--- config.mk ---
export PLATFORM = sky130hd
export DESIGN_NAME = video_pattern_gen
export DESIGN_NICKNAME = d
export VERILOG_FILES = /design/src/rtl/video_pattern_gen.sv
export SDC_FILE = /design/constraint.sdc
export NUM_CORES = 1
export LEC_CHECK = 0
export ABC_AREA = 1
export CAP_MARGIN = 10
export CORE_MARGIN = 5
export CORE_UTILIZATION = 49
export DETAILED_ROUTE_END_ITERATION = 12
export PLACE_DENSITY = 0.77
export SLEW_MARGIN = 30
export SYNTH_ARGS = -nofsm -noshare
export SYNTH_HDL_FRONTEND = slang
export SYNTH_SLANG_ARGS = --single-unit
--- constraint.sdc ---
create_clock -name clk -period 1.6 [get_ports clk]
set_input_delay 0.48 -clock clk [delete_from_list [all_inputs] [get_ports clk]]
set_output_delay 0.48 -clock clk [all_outputs]
set_load 0.01 [all_outputs]
--- src/rtl/video_pattern_gen.sv ---
// Raster video source: de/hsync/vsync timing plus a filled rectangle on a background.
// Rectangle coordinates are captured into shadow registers only between frames.
module video_pattern_gen #(
    parameter int unsigned IMG_W   = 64,
    parameter int unsigned IMG_H   = 64,
    parameter int unsigned H_FP    = 4,
    parameter int unsigned H_SYNC  = 8,
    parameter int unsigned H_BP    = 4,
    parameter int unsigned V_FP    = 2,
    parameter int unsigned V_SYNC  = 2,
    parameter int unsigned V_BP    = 2,
    parameter logic [23:0] OBJ_RGB = 24'hFFFFFF,
    parameter logic [23:0] BG_RGB  = 24'h000000
) (
    input  logic        clk,
    input  logic        rst,
    input  logic        en,
    input  logic [11:0] x1,
    input  logic [11:0] y1,
    input  logic [11:0] x2,
    input  logic [11:0] y2,
    output logic        de,
    output logic        hsync,
    output logic        vsync,
    output logic [23:0] pixel_out,
    output logic        frame_start
);

    localparam int unsigned H_TOTAL = IMG_W + H_FP + H_SYNC + H_BP;
    localparam int unsigned V_TOTAL = IMG_H + V_FP + V_SYNC + V_BP;

    localparam logic [11:0] H_ACT      = 12'(IMG_W);
    localparam logic [11:0] H_SYNC_BEG = 12'(IMG_W + H_FP);
    localparam logic [11:0] H_SYNC_END = 12'(IMG_W + H_FP + H_SYNC);
    localparam logic [11:0] H_LAST     = 12'(H_TOTAL - 1);
    localparam logic [11:0] V_ACT      = 12'(IMG_H);
    localparam logic [11:0] V_SYNC_BEG = 12'(IMG_H + V_FP);
    localparam logic [11:0] V_SYNC_END = 12'(IMG_H + V_FP + V_SYNC);
    localparam logic [11:0] V_LAST     = 12'(V_TOTAL - 1);

    logic [11:0] h_cnt, v_cnt;
    logic [11:0] sx1, sy1, sx2, sy2;
    logic        in_active, in_obj, h_last, v_last, h_sync_win, v_sync_win;

    always_comb begin
        h_last     = (h_cnt == H_LAST);
        v_last     = (v_cnt == V_LAST);
        in_active  = en && (h_cnt < H_ACT) && (v_cnt < V_ACT);
        // An inverted shadow pair (sx1>sx2 or sy1>sy2) can never match, so the frame is empty.
        in_obj     = in_active && (sx1 <= h_cnt) && (h_cnt <= sx2)
                               && (sy1 <= v_cnt) && (v_cnt <= sy2);
        h_sync_win = (h_cnt >= H_SYNC_BEG) && (h_cnt < H_SYNC_END);
        v_sync_win = (v_cnt >= V_SYNC_BEG) && (v_cnt < V_SYNC_END);
    end

    // NOTE: sequential state uses non-blocking assignments so every register samples pre-edge values.
    always_ff @(posedge clk) begin
        if (rst) begin
            h_cnt       <= '0;
            v_cnt       <= '0;
            de          <= 1'b0;
            hsync       <= 1'b0;
            vsync       <= 1'b0;
            frame_start <= 1'b0;
            pixel_out   <= '0;
            // NOTE: shadows reset to an inverted (empty) rectangle, not zero, so no stray pixel at (0,0).
            sx1         <= 12'hFFF;
            sy1         <= 12'hFFF;
            sx2         <= '0;
            sy2         <= '0;
        end else begin
            de          <= in_active;
            hsync       <= en && h_sync_win;
            vsync       <= en && v_sync_win;
            frame_start <= en && (h_cnt == '0) && (v_cnt == '0);

            if (in_obj)         pixel_out <= OBJ_RGB;
            else if (in_active) pixel_out <= BG_RGB;
            else                pixel_out <= '0;

            if (!en) begin
                h_cnt <= '0;
                v_cnt <= '0;
            end else if (h_last) begin
                h_cnt <= '0;
                v_cnt <= v_last ? 12'd0 : v_cnt + 12'd1;
            end else begin
                h_cnt <= h_cnt + 12'd1;
            end

            // Shadows follow the inputs while idle, and otherwise only at the last clock of a frame.
            if (!en || (h_last && v_last)) begin
                sx1 <= x1;
                sy1 <= y1;
                sx2 <= x2;
                sy2 <= y2;
            end
        end
    end

endmodule
==> Yosys cells after proc, flatten, opt, wreduce, memory -nomap -nowiden <==
Index checks and enable logic that the tools add are counted.
{ "totals": {"register_bits": 100, "inputBits": 51, "elab_cells": 47} }
{ "classes": {"add_sub_neg": 2, "order_cmp": 10, "eq_ne": 2, "muxes": 2, "bitwise": 1, "n_reduce_logical": 19} }
{ "ops": {"columns": ["op", "n"], "rows": [
  ["$le A12 B12 Y1", 4],
  ["$lt A12 B7 Y1 const B", 4],
  ["$add A12 B1 Y12 const B", 2],
  ["$eq A12 B7 Y1 const B", 2],
  ["$ge A12 B7 Y1 const B", 2],
  ["$logic_not A12 Y1", 2],
  ["$mux W24", 1],
  ["$logic_and A1 B1 Y1", 13],
  ["$mux W12", 1],
  ["$reduce_or A3 Y1", 1],
  ["$reduce_or A2 Y1", 1],
  ["$logic_not A1 Y1", 1],
  ["$logic_or A1 B1 Y1", 1],
  ["$not A1 Y1", 1]
]} }

==> Depth between registers and ports, before layout <==
Gate-level depths: netlist of run 1.
{ "depth": {"word_depth": 8, "depth_mapped": 12} }

==> Worst setup path before layout of run 1 <==
No wires, ideal clock.
{ "synth_timing": {"path_kind": "register -> register", "from": "reg h_cnt[0]", "to": "reg sx2[0]", "setup_time_ns": 0.115, "t_arrival_ns": 1.505, "setup_slack_ns": -0.021, "stages_incl_launch_ff": 9, "path_cell_list": "dfxtp_1 ha_1 nand3_1 nor3_2 nand2_1 buf_6 buf_2 a21oi_1 nor2_1"} }
{ "synth_between": {"elab_chain_cells": 3} }
{ "synth_lines": {"columns": ["item", "line_no", "source"], "rows": [
  ["start, declared", "41", "logic [11:0] h_cnt, v_cnt;"],
  ["start signal, assigned", "88", "h_cnt <= h_cnt + 12'd1;"],
  ["$eq A12 B7 Y1", "46", "h_last = (h_cnt == H_LAST);"],
  ["$logic_and A1 B1 Y1", "92", "if (!en || (h_last && v_last)) begin"],
  ["$logic_or A1 B1 Y1", "92", null],
  ["end signal, assigned", "69", "sx2 <= '0;"],
  ["end signal, assigned", "95", "sx2 <= x2;"],
  ["end, declared", "42", "logic [11:0] sx1, sy1, sx2, sy2;"]
]} }
Every way passes these cells.
A chain may end at the register's enable or synchronous reset.

==> Final worst setup path of run 1 <==
{ "layout_timing": {"from": "reg h_cnt[10]", "to": "reg sy2[0]"} }
{ "layout_between": {"elab_chain_cells": 3} }
{ "layout_lines": {"columns": ["item", "line_no", "source"], "rows": [
  ["$eq A12 B7 Y1", "46", null],
  ["$logic_and A1 B1 Y1", "92", null],
  ["$logic_or A1 B1 Y1", "92", null],
  ["end signal, assigned", "96", "sy2 <= y2;"],
  ["end, declared", "42", null]
]} }
Every way passes these cells.

==> results of run 1 <==
==> worst max-delay path by stage <==
stage | slack, ns | end | startpoint | cells past startpoint
2_1_floorplan | 0.002 | sx2[0] | h_cnt[0] | 8
3_3_place_gp | -0.21 | h_cnt[4] | rst | 6
3_5_place_dp | -0.30 | h_cnt[11] | rst | 6
4_1_cts | 0.0006 | pixel_out[22] | v_cnt[11] | 10
5_1_grt | -0.05 | pixel_out[22] | h_cnt[10] | 11
6_report | 0.02 | sy2[0] | h_cnt[10] | 7
==> per-layer routing <==
layer | track usage [%] | up-vias | share of wire, %
met2 | 37.2 | 124 | 54
met1 | 23.3 | 2151 | 39
met4 | 6.58 | 0 | 1.6
met3 | 3.70 | 23 | 5.2
li1 | - | 2371 | -
met5 | 0 | - | 0
==> sequential cells by signal (all words and copies together), names as in the netlist <==
signal / cells
de: 1
frame_start: 1
h_cnt: 12
hsync: 1
pixel_out: 1
sx1: 12
sx2: 12
sy1: 12
sy2: 12
v_cnt: 12
vsync: 1
==> worst max-delay path, delay by kind of cell (launching register included) <==
kind                   cells  cell delay (ns)
flip-flops                 1             0.33
buffers and inverters      2             0.26
AO/OA/AOI/OAI              1             0.17
AND/OR/NAND/NOR            4             0.72
==> cell type report <==
class / count / area, um2 / area share (%)
inverters: 81 / 304 / 4.89
multi-input cells: 468 / 2800 / 45.0
repair buffers: 132 / 1160 / 18.7
well taps: 129 / 161 / 2.60
clock inverters: 4 / 70.1 / 1.13
flip-flops and latches: 77 / 1570 / 25.2
clock buffers: 12 / 155 / 2.50
==> where the power goes <==
part	switching [W]	internal [W]	total [W]
Sequential	0.0000438	0.00200	0.00204
Combinational	0.000312	0.000325	0.000638
Clock	0.000697	0.000960	0.00166
==> repair_timing <==
item / in CTS / in global routing
resized for setup: 85 / 80
setup endpoints to repair: 58 / 73
pin swaps: 2 / 11
buffers inserted: 0 / 4
hold buffers: 0 / 0
cloned: 0 / 1
==> metrics by stage <==
stage	power (W)	setup slack, ns	TNS, ns	utilization, %	std cells
floorplan	0.00244	0.00176	0	-	675
global placement	0.00265	-0.205	-2.96	61.9	882
detailed placement	0.00268	-0.300	-4.47	61.9	882
CTS	0.00433	0.000574	0	64.9	898
global route	0.00456	-0.0469	-0.801	66.7	903
finish	0.00434	0.0177	0	66.7	903
==> cells in the mapped netlist, types with 5 or more instances <==
| cell | instances |
|---|---|
| a21oi_1 | 53 |
| nand4_1 | 16 |
| xor2_1 | 7 |
| ha_1 | 53 |
| nand3_1 | 94 |
| clkbuf_1 | 14 |
| buf_2 | 7 |
| o21ai_0 | 5 |
| nand2_1 | 157 |
| buf_4 | 23 |
| inv_1 | 77 |
| nor2_1 | 53 |
| dfxtp_1 | 77 |
| nor3_1 | 8 |
==> cells by family (layout without fill, tap and decap cells) <==
family | count (synthesis) | after routing | share of synthesized area (%)
XOR/XNOR | 7 | 7 | 1.30
AO/OA/AOI/OAI | 63 | 63 | 6.91
flip-flops | 77 | 77 | 32.6
adder cells (fa/ha/maj) | 53 | 53 | 14.0
buffers and inverters | 130 | 229 | 13.0
AND/OR/NAND/NOR | 345 | 345 | 32.2
==> impl_metrics.json, run 1 <==
{
  "insertion_delay_ns": 0.35,
  "timing.rr.start": "h_cnt[10]",
  "coreArea_um2": 9330,
  "clock-sinks": 77,
  "drv_slew": 0,
  "cts.htree.levels": 3,
  "grt_max_degree": 75,
  "tightest_slew_ns": 0.364,
  "die_x_um": 108,
  "synth.cell_area_um2": 4730,
  "p_leak_nw": 2.92,
  "cp-end-kind": "register",
  "final_nets": 873,
  "path_cells": "inv_2 -> nand4_1 -> nor3_4 -> nand2_4 -> buf_12 -> a21oi_1 -> nor2_1",
  "p_per_area_nw_per_um2": 698,
  "clock_skew_ns": 0.0106,
  "syn-mean-instance-area_um2": 7.00,
  "cp_slowest_stage_delay_ns": 0.33,
  "startpoint_type": "register",
  "drt-total-wl_mm": 12.1,
  "clock_path_buffers": 2,
  "fin_crit_ns": 1.58,
  "pin_count": 79,
  "ys_warn_count": 0,
  "vias_per_cell": 5.17,
  "grt_pass1_wl_mm": 19.3,
  "start_util_pct": 50.7,
  "dpl_cell_area_um2": 5770,
  "path_clk_slew_ns": 0.08,
  "grt_use_total_pct": 20.2,
  "dr.pass1.iters": 5,
  "synth_area_leaders": "dfxtp_1, ha_1, nand2_1",
  "status": "finished, final reports clean",
  "place_congestion": 0.922,
  "cp_slowest_cell": "dfxtp_2",
  "numPortBuffers": 78,
  "r2r_end": "sy2[0]",
  "grt_remaining_overflow": 0,
  "antenna_found_initial": 0,
  "cts_buffers": 9,
  "r2r_cells": 7,
  "drc_errors": 0,
  "yosysTopAreaCellShare_pct": 32.6,
  "critPathKind": "register to register",
  "synth_largest_area_cell": "dfxtp_1",
  "ys_types": 31,
  "n_antenna_cell": 0,
  "post_drt_wl_per_cell_um": 13.4,
  "r2r_slack_ns": 0.02,
  "async_flop_share_pct": 0,
  "ant_nets": 0,
  "design_area_um2": 6220,
  "crit_path_max_fanout": 35,
  "drt_iter0_drc": 242,
  "ys_ff_latch": 77,
  "hold_path_startpoint": "h_cnt[9]",
  "ys.flop_type": "dfxtp_1",
  "syn_nets": 779,
  "drive_gt1_share_pct": 20.7,
  "hold_viol_final": 0,
  "via_count": 4669,
  "synthCells": 675,
  "area_delta_synth_final_pct": 31.6,
  "relSlewSlack_pct": 75.5,
  "maxCapViolCount": 0,
  "dpl.hpwl_mm": 8.91,
  "num_rows": 35,
  "setup_viol": 0,
  "fmax_mhz": 632,
  "synth_edf_count": 0,
  "whs_path_depth": 2,
  "cts_root_buf": "clkbuf_8",
  "rsz0062_at_grt": "yes",
  "grt_pass1_vias": 4388,
  "cts_tree": "done",
  "fillers": 825,
  "fin_crit_sh_pct": 98.9,
  "hold_ws_ns": 0.485,
  "whs_endpoint": "h_cnt[9]",
  "die_h_um": 108,
  "required_ns": 1.84,
  "ir_drop_mv": 0.589,
  "layout_common_cells": "nand2_1, nand3_1, inv_1",
  "die_area_um2": 11700,
  "synth_seq_area_share_pct": 32.6,
  "final_common_cell": "nand2_1",
  "worstPathArrival_ns": 1.82,
  "hold_class": "register to register"
}
No activity file was read; power rests on OpenSTA's default activity.
==> inputs of run 2 (changes only) <==
--- a/config.mk
+++ b/config.mk
@@ -8,9 +8,9 @@
 export ABC_AREA = 1
 export CAP_MARGIN = 10
 export CORE_MARGIN = 5
-export CORE_UTILIZATION = 49
+export CORE_UTILIZATION = 54
 export DETAILED_ROUTE_END_ITERATION = 12
-export PLACE_DENSITY = 0.77
+export PLACE_DENSITY = 0.81
 export SLEW_MARGIN = 30
 export SYNTH_ARGS = -nofsm -noshare
 export SYNTH_HDL_FRONTEND = slang
==> constraint.sdc (replaced) <==
create_clock -name clk -period 1.79 [get_ports clk]
set_input_delay 0.537 -clock clk [delete_from_list [all_inputs] [get_ports clk]]
set_output_delay 0.537 -clock clk [all_outputs]
set_load 0.01 [all_outputs]
==> run 2 against run 1 <==
Effect of this change: clock-buffer cell count fell by 1; non-clock buffer count is 31 lower; register-to-register slack better by 0.11 ns; setup slack improved by 0.039 ns; first-iteration DRC count fell by 15%; die area is 8.4% lower; global-route usage increased by 0.72 points; power down 15%; worst hold slack improved by 0.019 ns; highest routed layer unchanged; clock skew hardly changed; cell area is 7.3% lower.
==> impl_metrics.json, run 2 (synthesis gave the netlist of run 1 again) <==
{
  "grt_pass1_wl_mm": 19.1,
  "combPwrFrac_pct": 14.1,
  "n_antenna_cell": 0,
  "cp_slowest_stage_delay_ns": 0.53,
  "path_cells": "clkdlybuf4s50_1",
  "maxCapViolCount": 0,
  "setup_viol": 0,
  "status": "finished, final reports clean",
  "p_per_area_nw_per_um2": 643,
  "p_sw_w": 0.000962,
  "fmax_mhz": 577,
  "required_ns": 1.25,
  "clkPwrFrac_pct": 36.6,
  "cp-end-kind": "output port",
  "vias_per_cell": 5.24,
  "grt_remaining_overflow": 0,
  "grt_pass1_vias": 4262,
  "ir_drop_mv": 0.441,
  "pin_count": 79,
  "drt-total-wl_mm": 11.0,
  "hold_class": "register to register",
  "area_delta_synth_final_pct": 21.9,
  "rsz0062_at_grt": "no",
  "dr.pass1.iters": 5,
  "seq_power_share_pct": 49.3,
  "fin_crit_sh_pct": 96.9,
  "cellInternalPower_w": 0.00275,
  "post_drt_wl_per_cell_um": 12.9,
  "p_sw_share_pct": 25.9,
  "final_nets": 842,
  "tightest_slew_ns": 0.452,
  "clock_path_buffers": 2,
  "worstPathArrival_ns": 1.20,
  "drive_gt1_share_pct": 7.81,
  "finalPower_w": 0.00371,
  "cts_root_buf": "clkbuf_8",
  "ant_nets": 0,
  "drv_slew": 0,
  "cts.htree.levels": 3,
  "die_h_um": 104,
  "critPathKind": "register to output port",
  "die_area_um2": 10700,
  "post_cts_buffers": 0,
  "fin_cells": 851,
  "antenna_found_initial": 0,
  "path_clk_slew_ns": 0.08,
  "path_buf_inv": 1,
  "die_x_um": 104,
  "fillers": 782,
  "crit_path_max_fanout": 1,
  "cts_buffers": 9,
  "insertion_delay_ns": 0.36,
  "clock_skew_ns": 0.0104,
  "layout_common_cells": "nand2_1, nand3_1, inv_1",
  "fin_crit_ns": 1.73,
  "hold_viol_final": 0,
  "numPortBuffers": 78,
  "grt_use_total_pct": 20.9,
  "r2r_slack_ns": 0.13,
  "dpl.hpwl_mm": 8.44,
  "grt_max_degree": 75,
  "drt_iter0_drc": 206,
  "relSlewSlack_pct": 69.6,
  "drc_errors": 0,
  "crit_family": "buffers and inverters",
  "via_count": 4459,
  "place_congestion": 0.844,
  "dp_cells": 835,
  "startpoint_type": "register",
  "cp_slowest_cell": "clkdlybuf4s50_1",
  "num_rows": 34,
  "coreArea_um2": 8640,
  "final_common_cell": "nand2_1",
  "start_util_pct": 54.7,
  "p_leak_nw": 2.78,
  "clock-sinks": 77,
  "cts_tree": "done"
}
==> run 2: cell types whose count changed in the layout (fill, tap and decap cells not counted), sizes merged <==
cell           previous run  this run
dlymetal6s2s              0         2
clkinvlp                  0         2
buf                      74        24
clkdlybuf4s15             4         0
dlygate4sd2               4        24
bufinv                    2         1
clkdlybuf4s50            49        51
clkbuf                   13        11
==> run 2: power by group through the flow <==
stage / combinational, W / clock, W / sequential (W)
after global routing: 0.000601 / 0.00147 / 0.00184
after global placement: 0.000504 / 0 / 0.00187
final: 0.000524 / 0.00136 / 0.00183
after CTS: 0.000530 / 0.00139 / 0.00183
after detailed placement: 0.000529 / 0 / 0.00187
after floorplan: 0.000318 / 0 / 0.00186
==> run 2: routing by layer <==
layer / vias up / share of wire, % / global-route usage (%)
met5: - / 0 / 0
met4: 0 / 1.6 / 6.19
met3: 16 / 5.0 / 5.10
met2: 93 / 52 / 38.5
met1: 2050 / 41 / 23.5
li1: 2300 / - / -
==> run 2: worst paths after layout <==
path | startpoint | endpoint | depth (start not counted)
worst min-delay path | v_cnt[9] | v_cnt[9] | 2
worst max register to register | h_cnt[11] | sy2[9] | 7
worst max-delay path | hsync | hsync | 1
worst min register to register | v_cnt[9] | v_cnt[9] | 2
==> run 2: layout make-up <==
type                    instances  area, um2  share of cell area, %
clock buffers                  11        141                   2.45
flip-flops and latches         77       1550                   26.9
repair buffers                101        986                   17.1
inverters                      81        304                   5.28
clock inverters                 5       58.8                   1.02
well taps                     108        135                   2.34
multi-input cells             468       2590                   44.9
==> run 2: per-stage QoR <==
step | setup slack, ns | util (%) | setup TNS, ns | area [um2] | hold WS, ns
finish | 0.0564 | 66.7 | 0 | 5760 | 0.503
global route | 0.0214 | 66.7 | 0 | 5760 | 0.531
CTS | 0.000835 | 66.4 | 0 | 5740 | 0.507
detailed placement | -0.117 | 64.4 | -0.771 | 5570 | 0.492
global placement | -0.0453 | 64.4 | -0.145 | 5570 | 0.488
floorplan | 0.169 | - | 0 | 4730 | 0.456
==> run 2: timing repair <==
action | in CTS | in global routing
cloned | 0 | 0
pin swaps | 0 | 2
endpoints found under the setup margin | 24 | 11
hold buffers | 0 | 0
resized for setup | 25 | 11
==> run 2: worst min-delay path: cells and delay by family, from the launching register on <==
family | cells | cell delay [ns]
compound gates | 1 | 0.06
simple gates | 1 | 0.06
flops | 1 | 0.34
==> inputs of run 3 (changes only) <==
--- a/config.mk
+++ b/config.mk
@@ -11,7 +11,7 @@
 export CORE_UTILIZATION = 54
 export DETAILED_ROUTE_END_ITERATION = 12
 export PLACE_DENSITY = 0.81
-export SLEW_MARGIN = 30
+export SLEW_MARGIN = 5
 export SYNTH_ARGS = -nofsm -noshare
 export SYNTH_HDL_FRONTEND = slang
 export SYNTH_SLANG_ARGS = --single-unit
==> results of run 3 <==
The final DEF is identical to that of run 2; final timing and power are the same.
==> variant (settings of run 1) <==
Remove the register `de`: a continuous assignment takes its place, so the output `de` follows one clock earlier.
--- a/src/rtl/video_pattern_gen.sv
+++ b/src/rtl/video_pattern_gen.sv
@@ -60,3 +60,2 @@
             v_cnt       <= '0;
-            de          <= 1'b0;
             hsync       <= 1'b0;
@@ -71,3 +70,2 @@
         end else begin
-            de          <= in_active;
             hsync       <= en && h_sync_win;
@@ -100,2 +98,4 @@
 
+    assign de = in_active;
+
 endmodule
Check against the original RTL: not equivalent (a bounded check fails within 4 cycles, from zero or initial values and one cycle with rst high).
==> variant against run 1 <==
The flow now finishes with violations (negative setup slack); total power is 4.2% higher; synthesized cell count rose by 0.74%; synthesized area grew 4.0%; global-route usage is 5.7 points higher; wire length increased by 44%; clock skew is 0.0069 ns higher; cell area increased by 19%; die area grew 3.6%; setup slack got worse by 0.31 ns; sequential cell count fell by 1; largest power group unchanged.
==> variant: results (changes against run 1) <==
n_taps - 133 (+3.1%)
crit-path leading delay family - buffers and inverters
initial antenna violation count - 0 (unchanged)
top area cells in the synthesized netlist - dfxtp_1 31%, ha_1 13%, nand2_1 12%
Worst-path clk slew - 0.08 ns (about the same)
Seq/Total Area, Yosys - 0.309 (-0.0167)
syn_area_per_cell - 7.23 µm² (+3.3%)
P_leak - 0.00346 µW (+18%)
vias in the first global route - 4940 (+13%)
Fin Clk Skew - 0.0175 ns (+0.00693 ns)
global-route wire length before repair - 24.2 mm (+25%)
Post-DP Area - 0.00601 mm² (+4.1%)
number of synthesized register bits - 76 (-1.3%)
proportion of layout cells with a drive suffix above 1 - 0.371 (+0.165)
placed cells - 904 (+2.5%)
post-route cell area - 0.00737 mm² (+19%)
crit-path max FO - 2 (-94%)
run status - complete, but fails checks
inverters - 82 (+1.2%)
final-layout clock buffer total - 10 (-2)
setup TNS - -11.17 ns (-11.17 ns)
max cap viols - 0 (unchanged)
final cell count without fillers - 949 (+5.1%)
Seq/total area - 0.210 (-0.0425)
final worst slack - -0.296 ns (-0.313 ns)
vias post-DR - 5376 (+15%)
final wirelength - 17.5 mm (+44%)
Multi-input gate area - 0.00340 mm² (+21%)
Clk Latency, worst-skew pair - 0.38 ns (+0.03 ns)
failing checks - negative setup slack
relative slew slack - 0.451 (-0.303)
pre-CTS setup slack - -0.600 ns (-0.300 ns)
1st-pass router iterations - 6 (+1)
Setup Buffers After CTS - 11 (+11)
final setup fails - 59 (+59)
NonClk Buf Share - 0.235 (+0.0481)
Total Nets Final - 915 (+4.8%)
Detailed Place HPWL - 9.35 mm (+4.9%)
comb_multi_in - 475 (+1.5%)
CTS root buf - clkbuf_8
number of library cell types mapped by synthesis - 30 (-3.2%)
gpl congestion - 0.890 (-3.5%)
Critical Path AT - 1.42 ns (-0.40 ns)
syn nets - 784 (+0.64%)
VDD IR max - 541 µV (-8.3%)
Clock buf/inv share - 0.0294 (-0.00685)
Synth top cells by count - 161 x nand2_1, 82 x inv_1, 76 x dfxtp_1, 74 x nand3_1, 59 x nor2_1
Initial DRC Count - 454 (+88%)
CTS resizes - 181 (+110%)
worst reg2reg path depth - 12 (+5)
variant: cell families after synthesis:
kind of cell | Yosys count | share of synthesized area
fa+ha+maj | 53 | 0.135
buf+inv | 129 | 0.137
simple gates | 354 | 0.339
compound gates | 60 | 0.0649
flops | 76 | 0.309
xor+xnor | 8 | 0.0143
variant: power breakdown:
part           internal [µW]  switching, µW  total (µW)
Combinational            392            434         826
Clock                    879            781        1660
Sequential              1980           59.6        2040
variant: routing by layer:
layer / routed length [µm] / vias to the layer above / global-route usage
met3: 1380 / 98 / 0.0478
li1: - / 2454 / -
met4: 914 / 0 / 0.0959
met1: 6590 / 2505 / 0.306
met2: 8660 / 319 / 0.465
met5: 0 / - / 0
variant: path summary, 6_finish.rpt:
check,from,slack [ns],end
worst max register to register,h_cnt[7],-0.29,sy2[4]
worst max-delay path,h_cnt[9],-0.30,de
worst min-delay path,sx1[2],0.51,sx1[2]
worst min register to register,sx1[2],0.51,sx1[2]
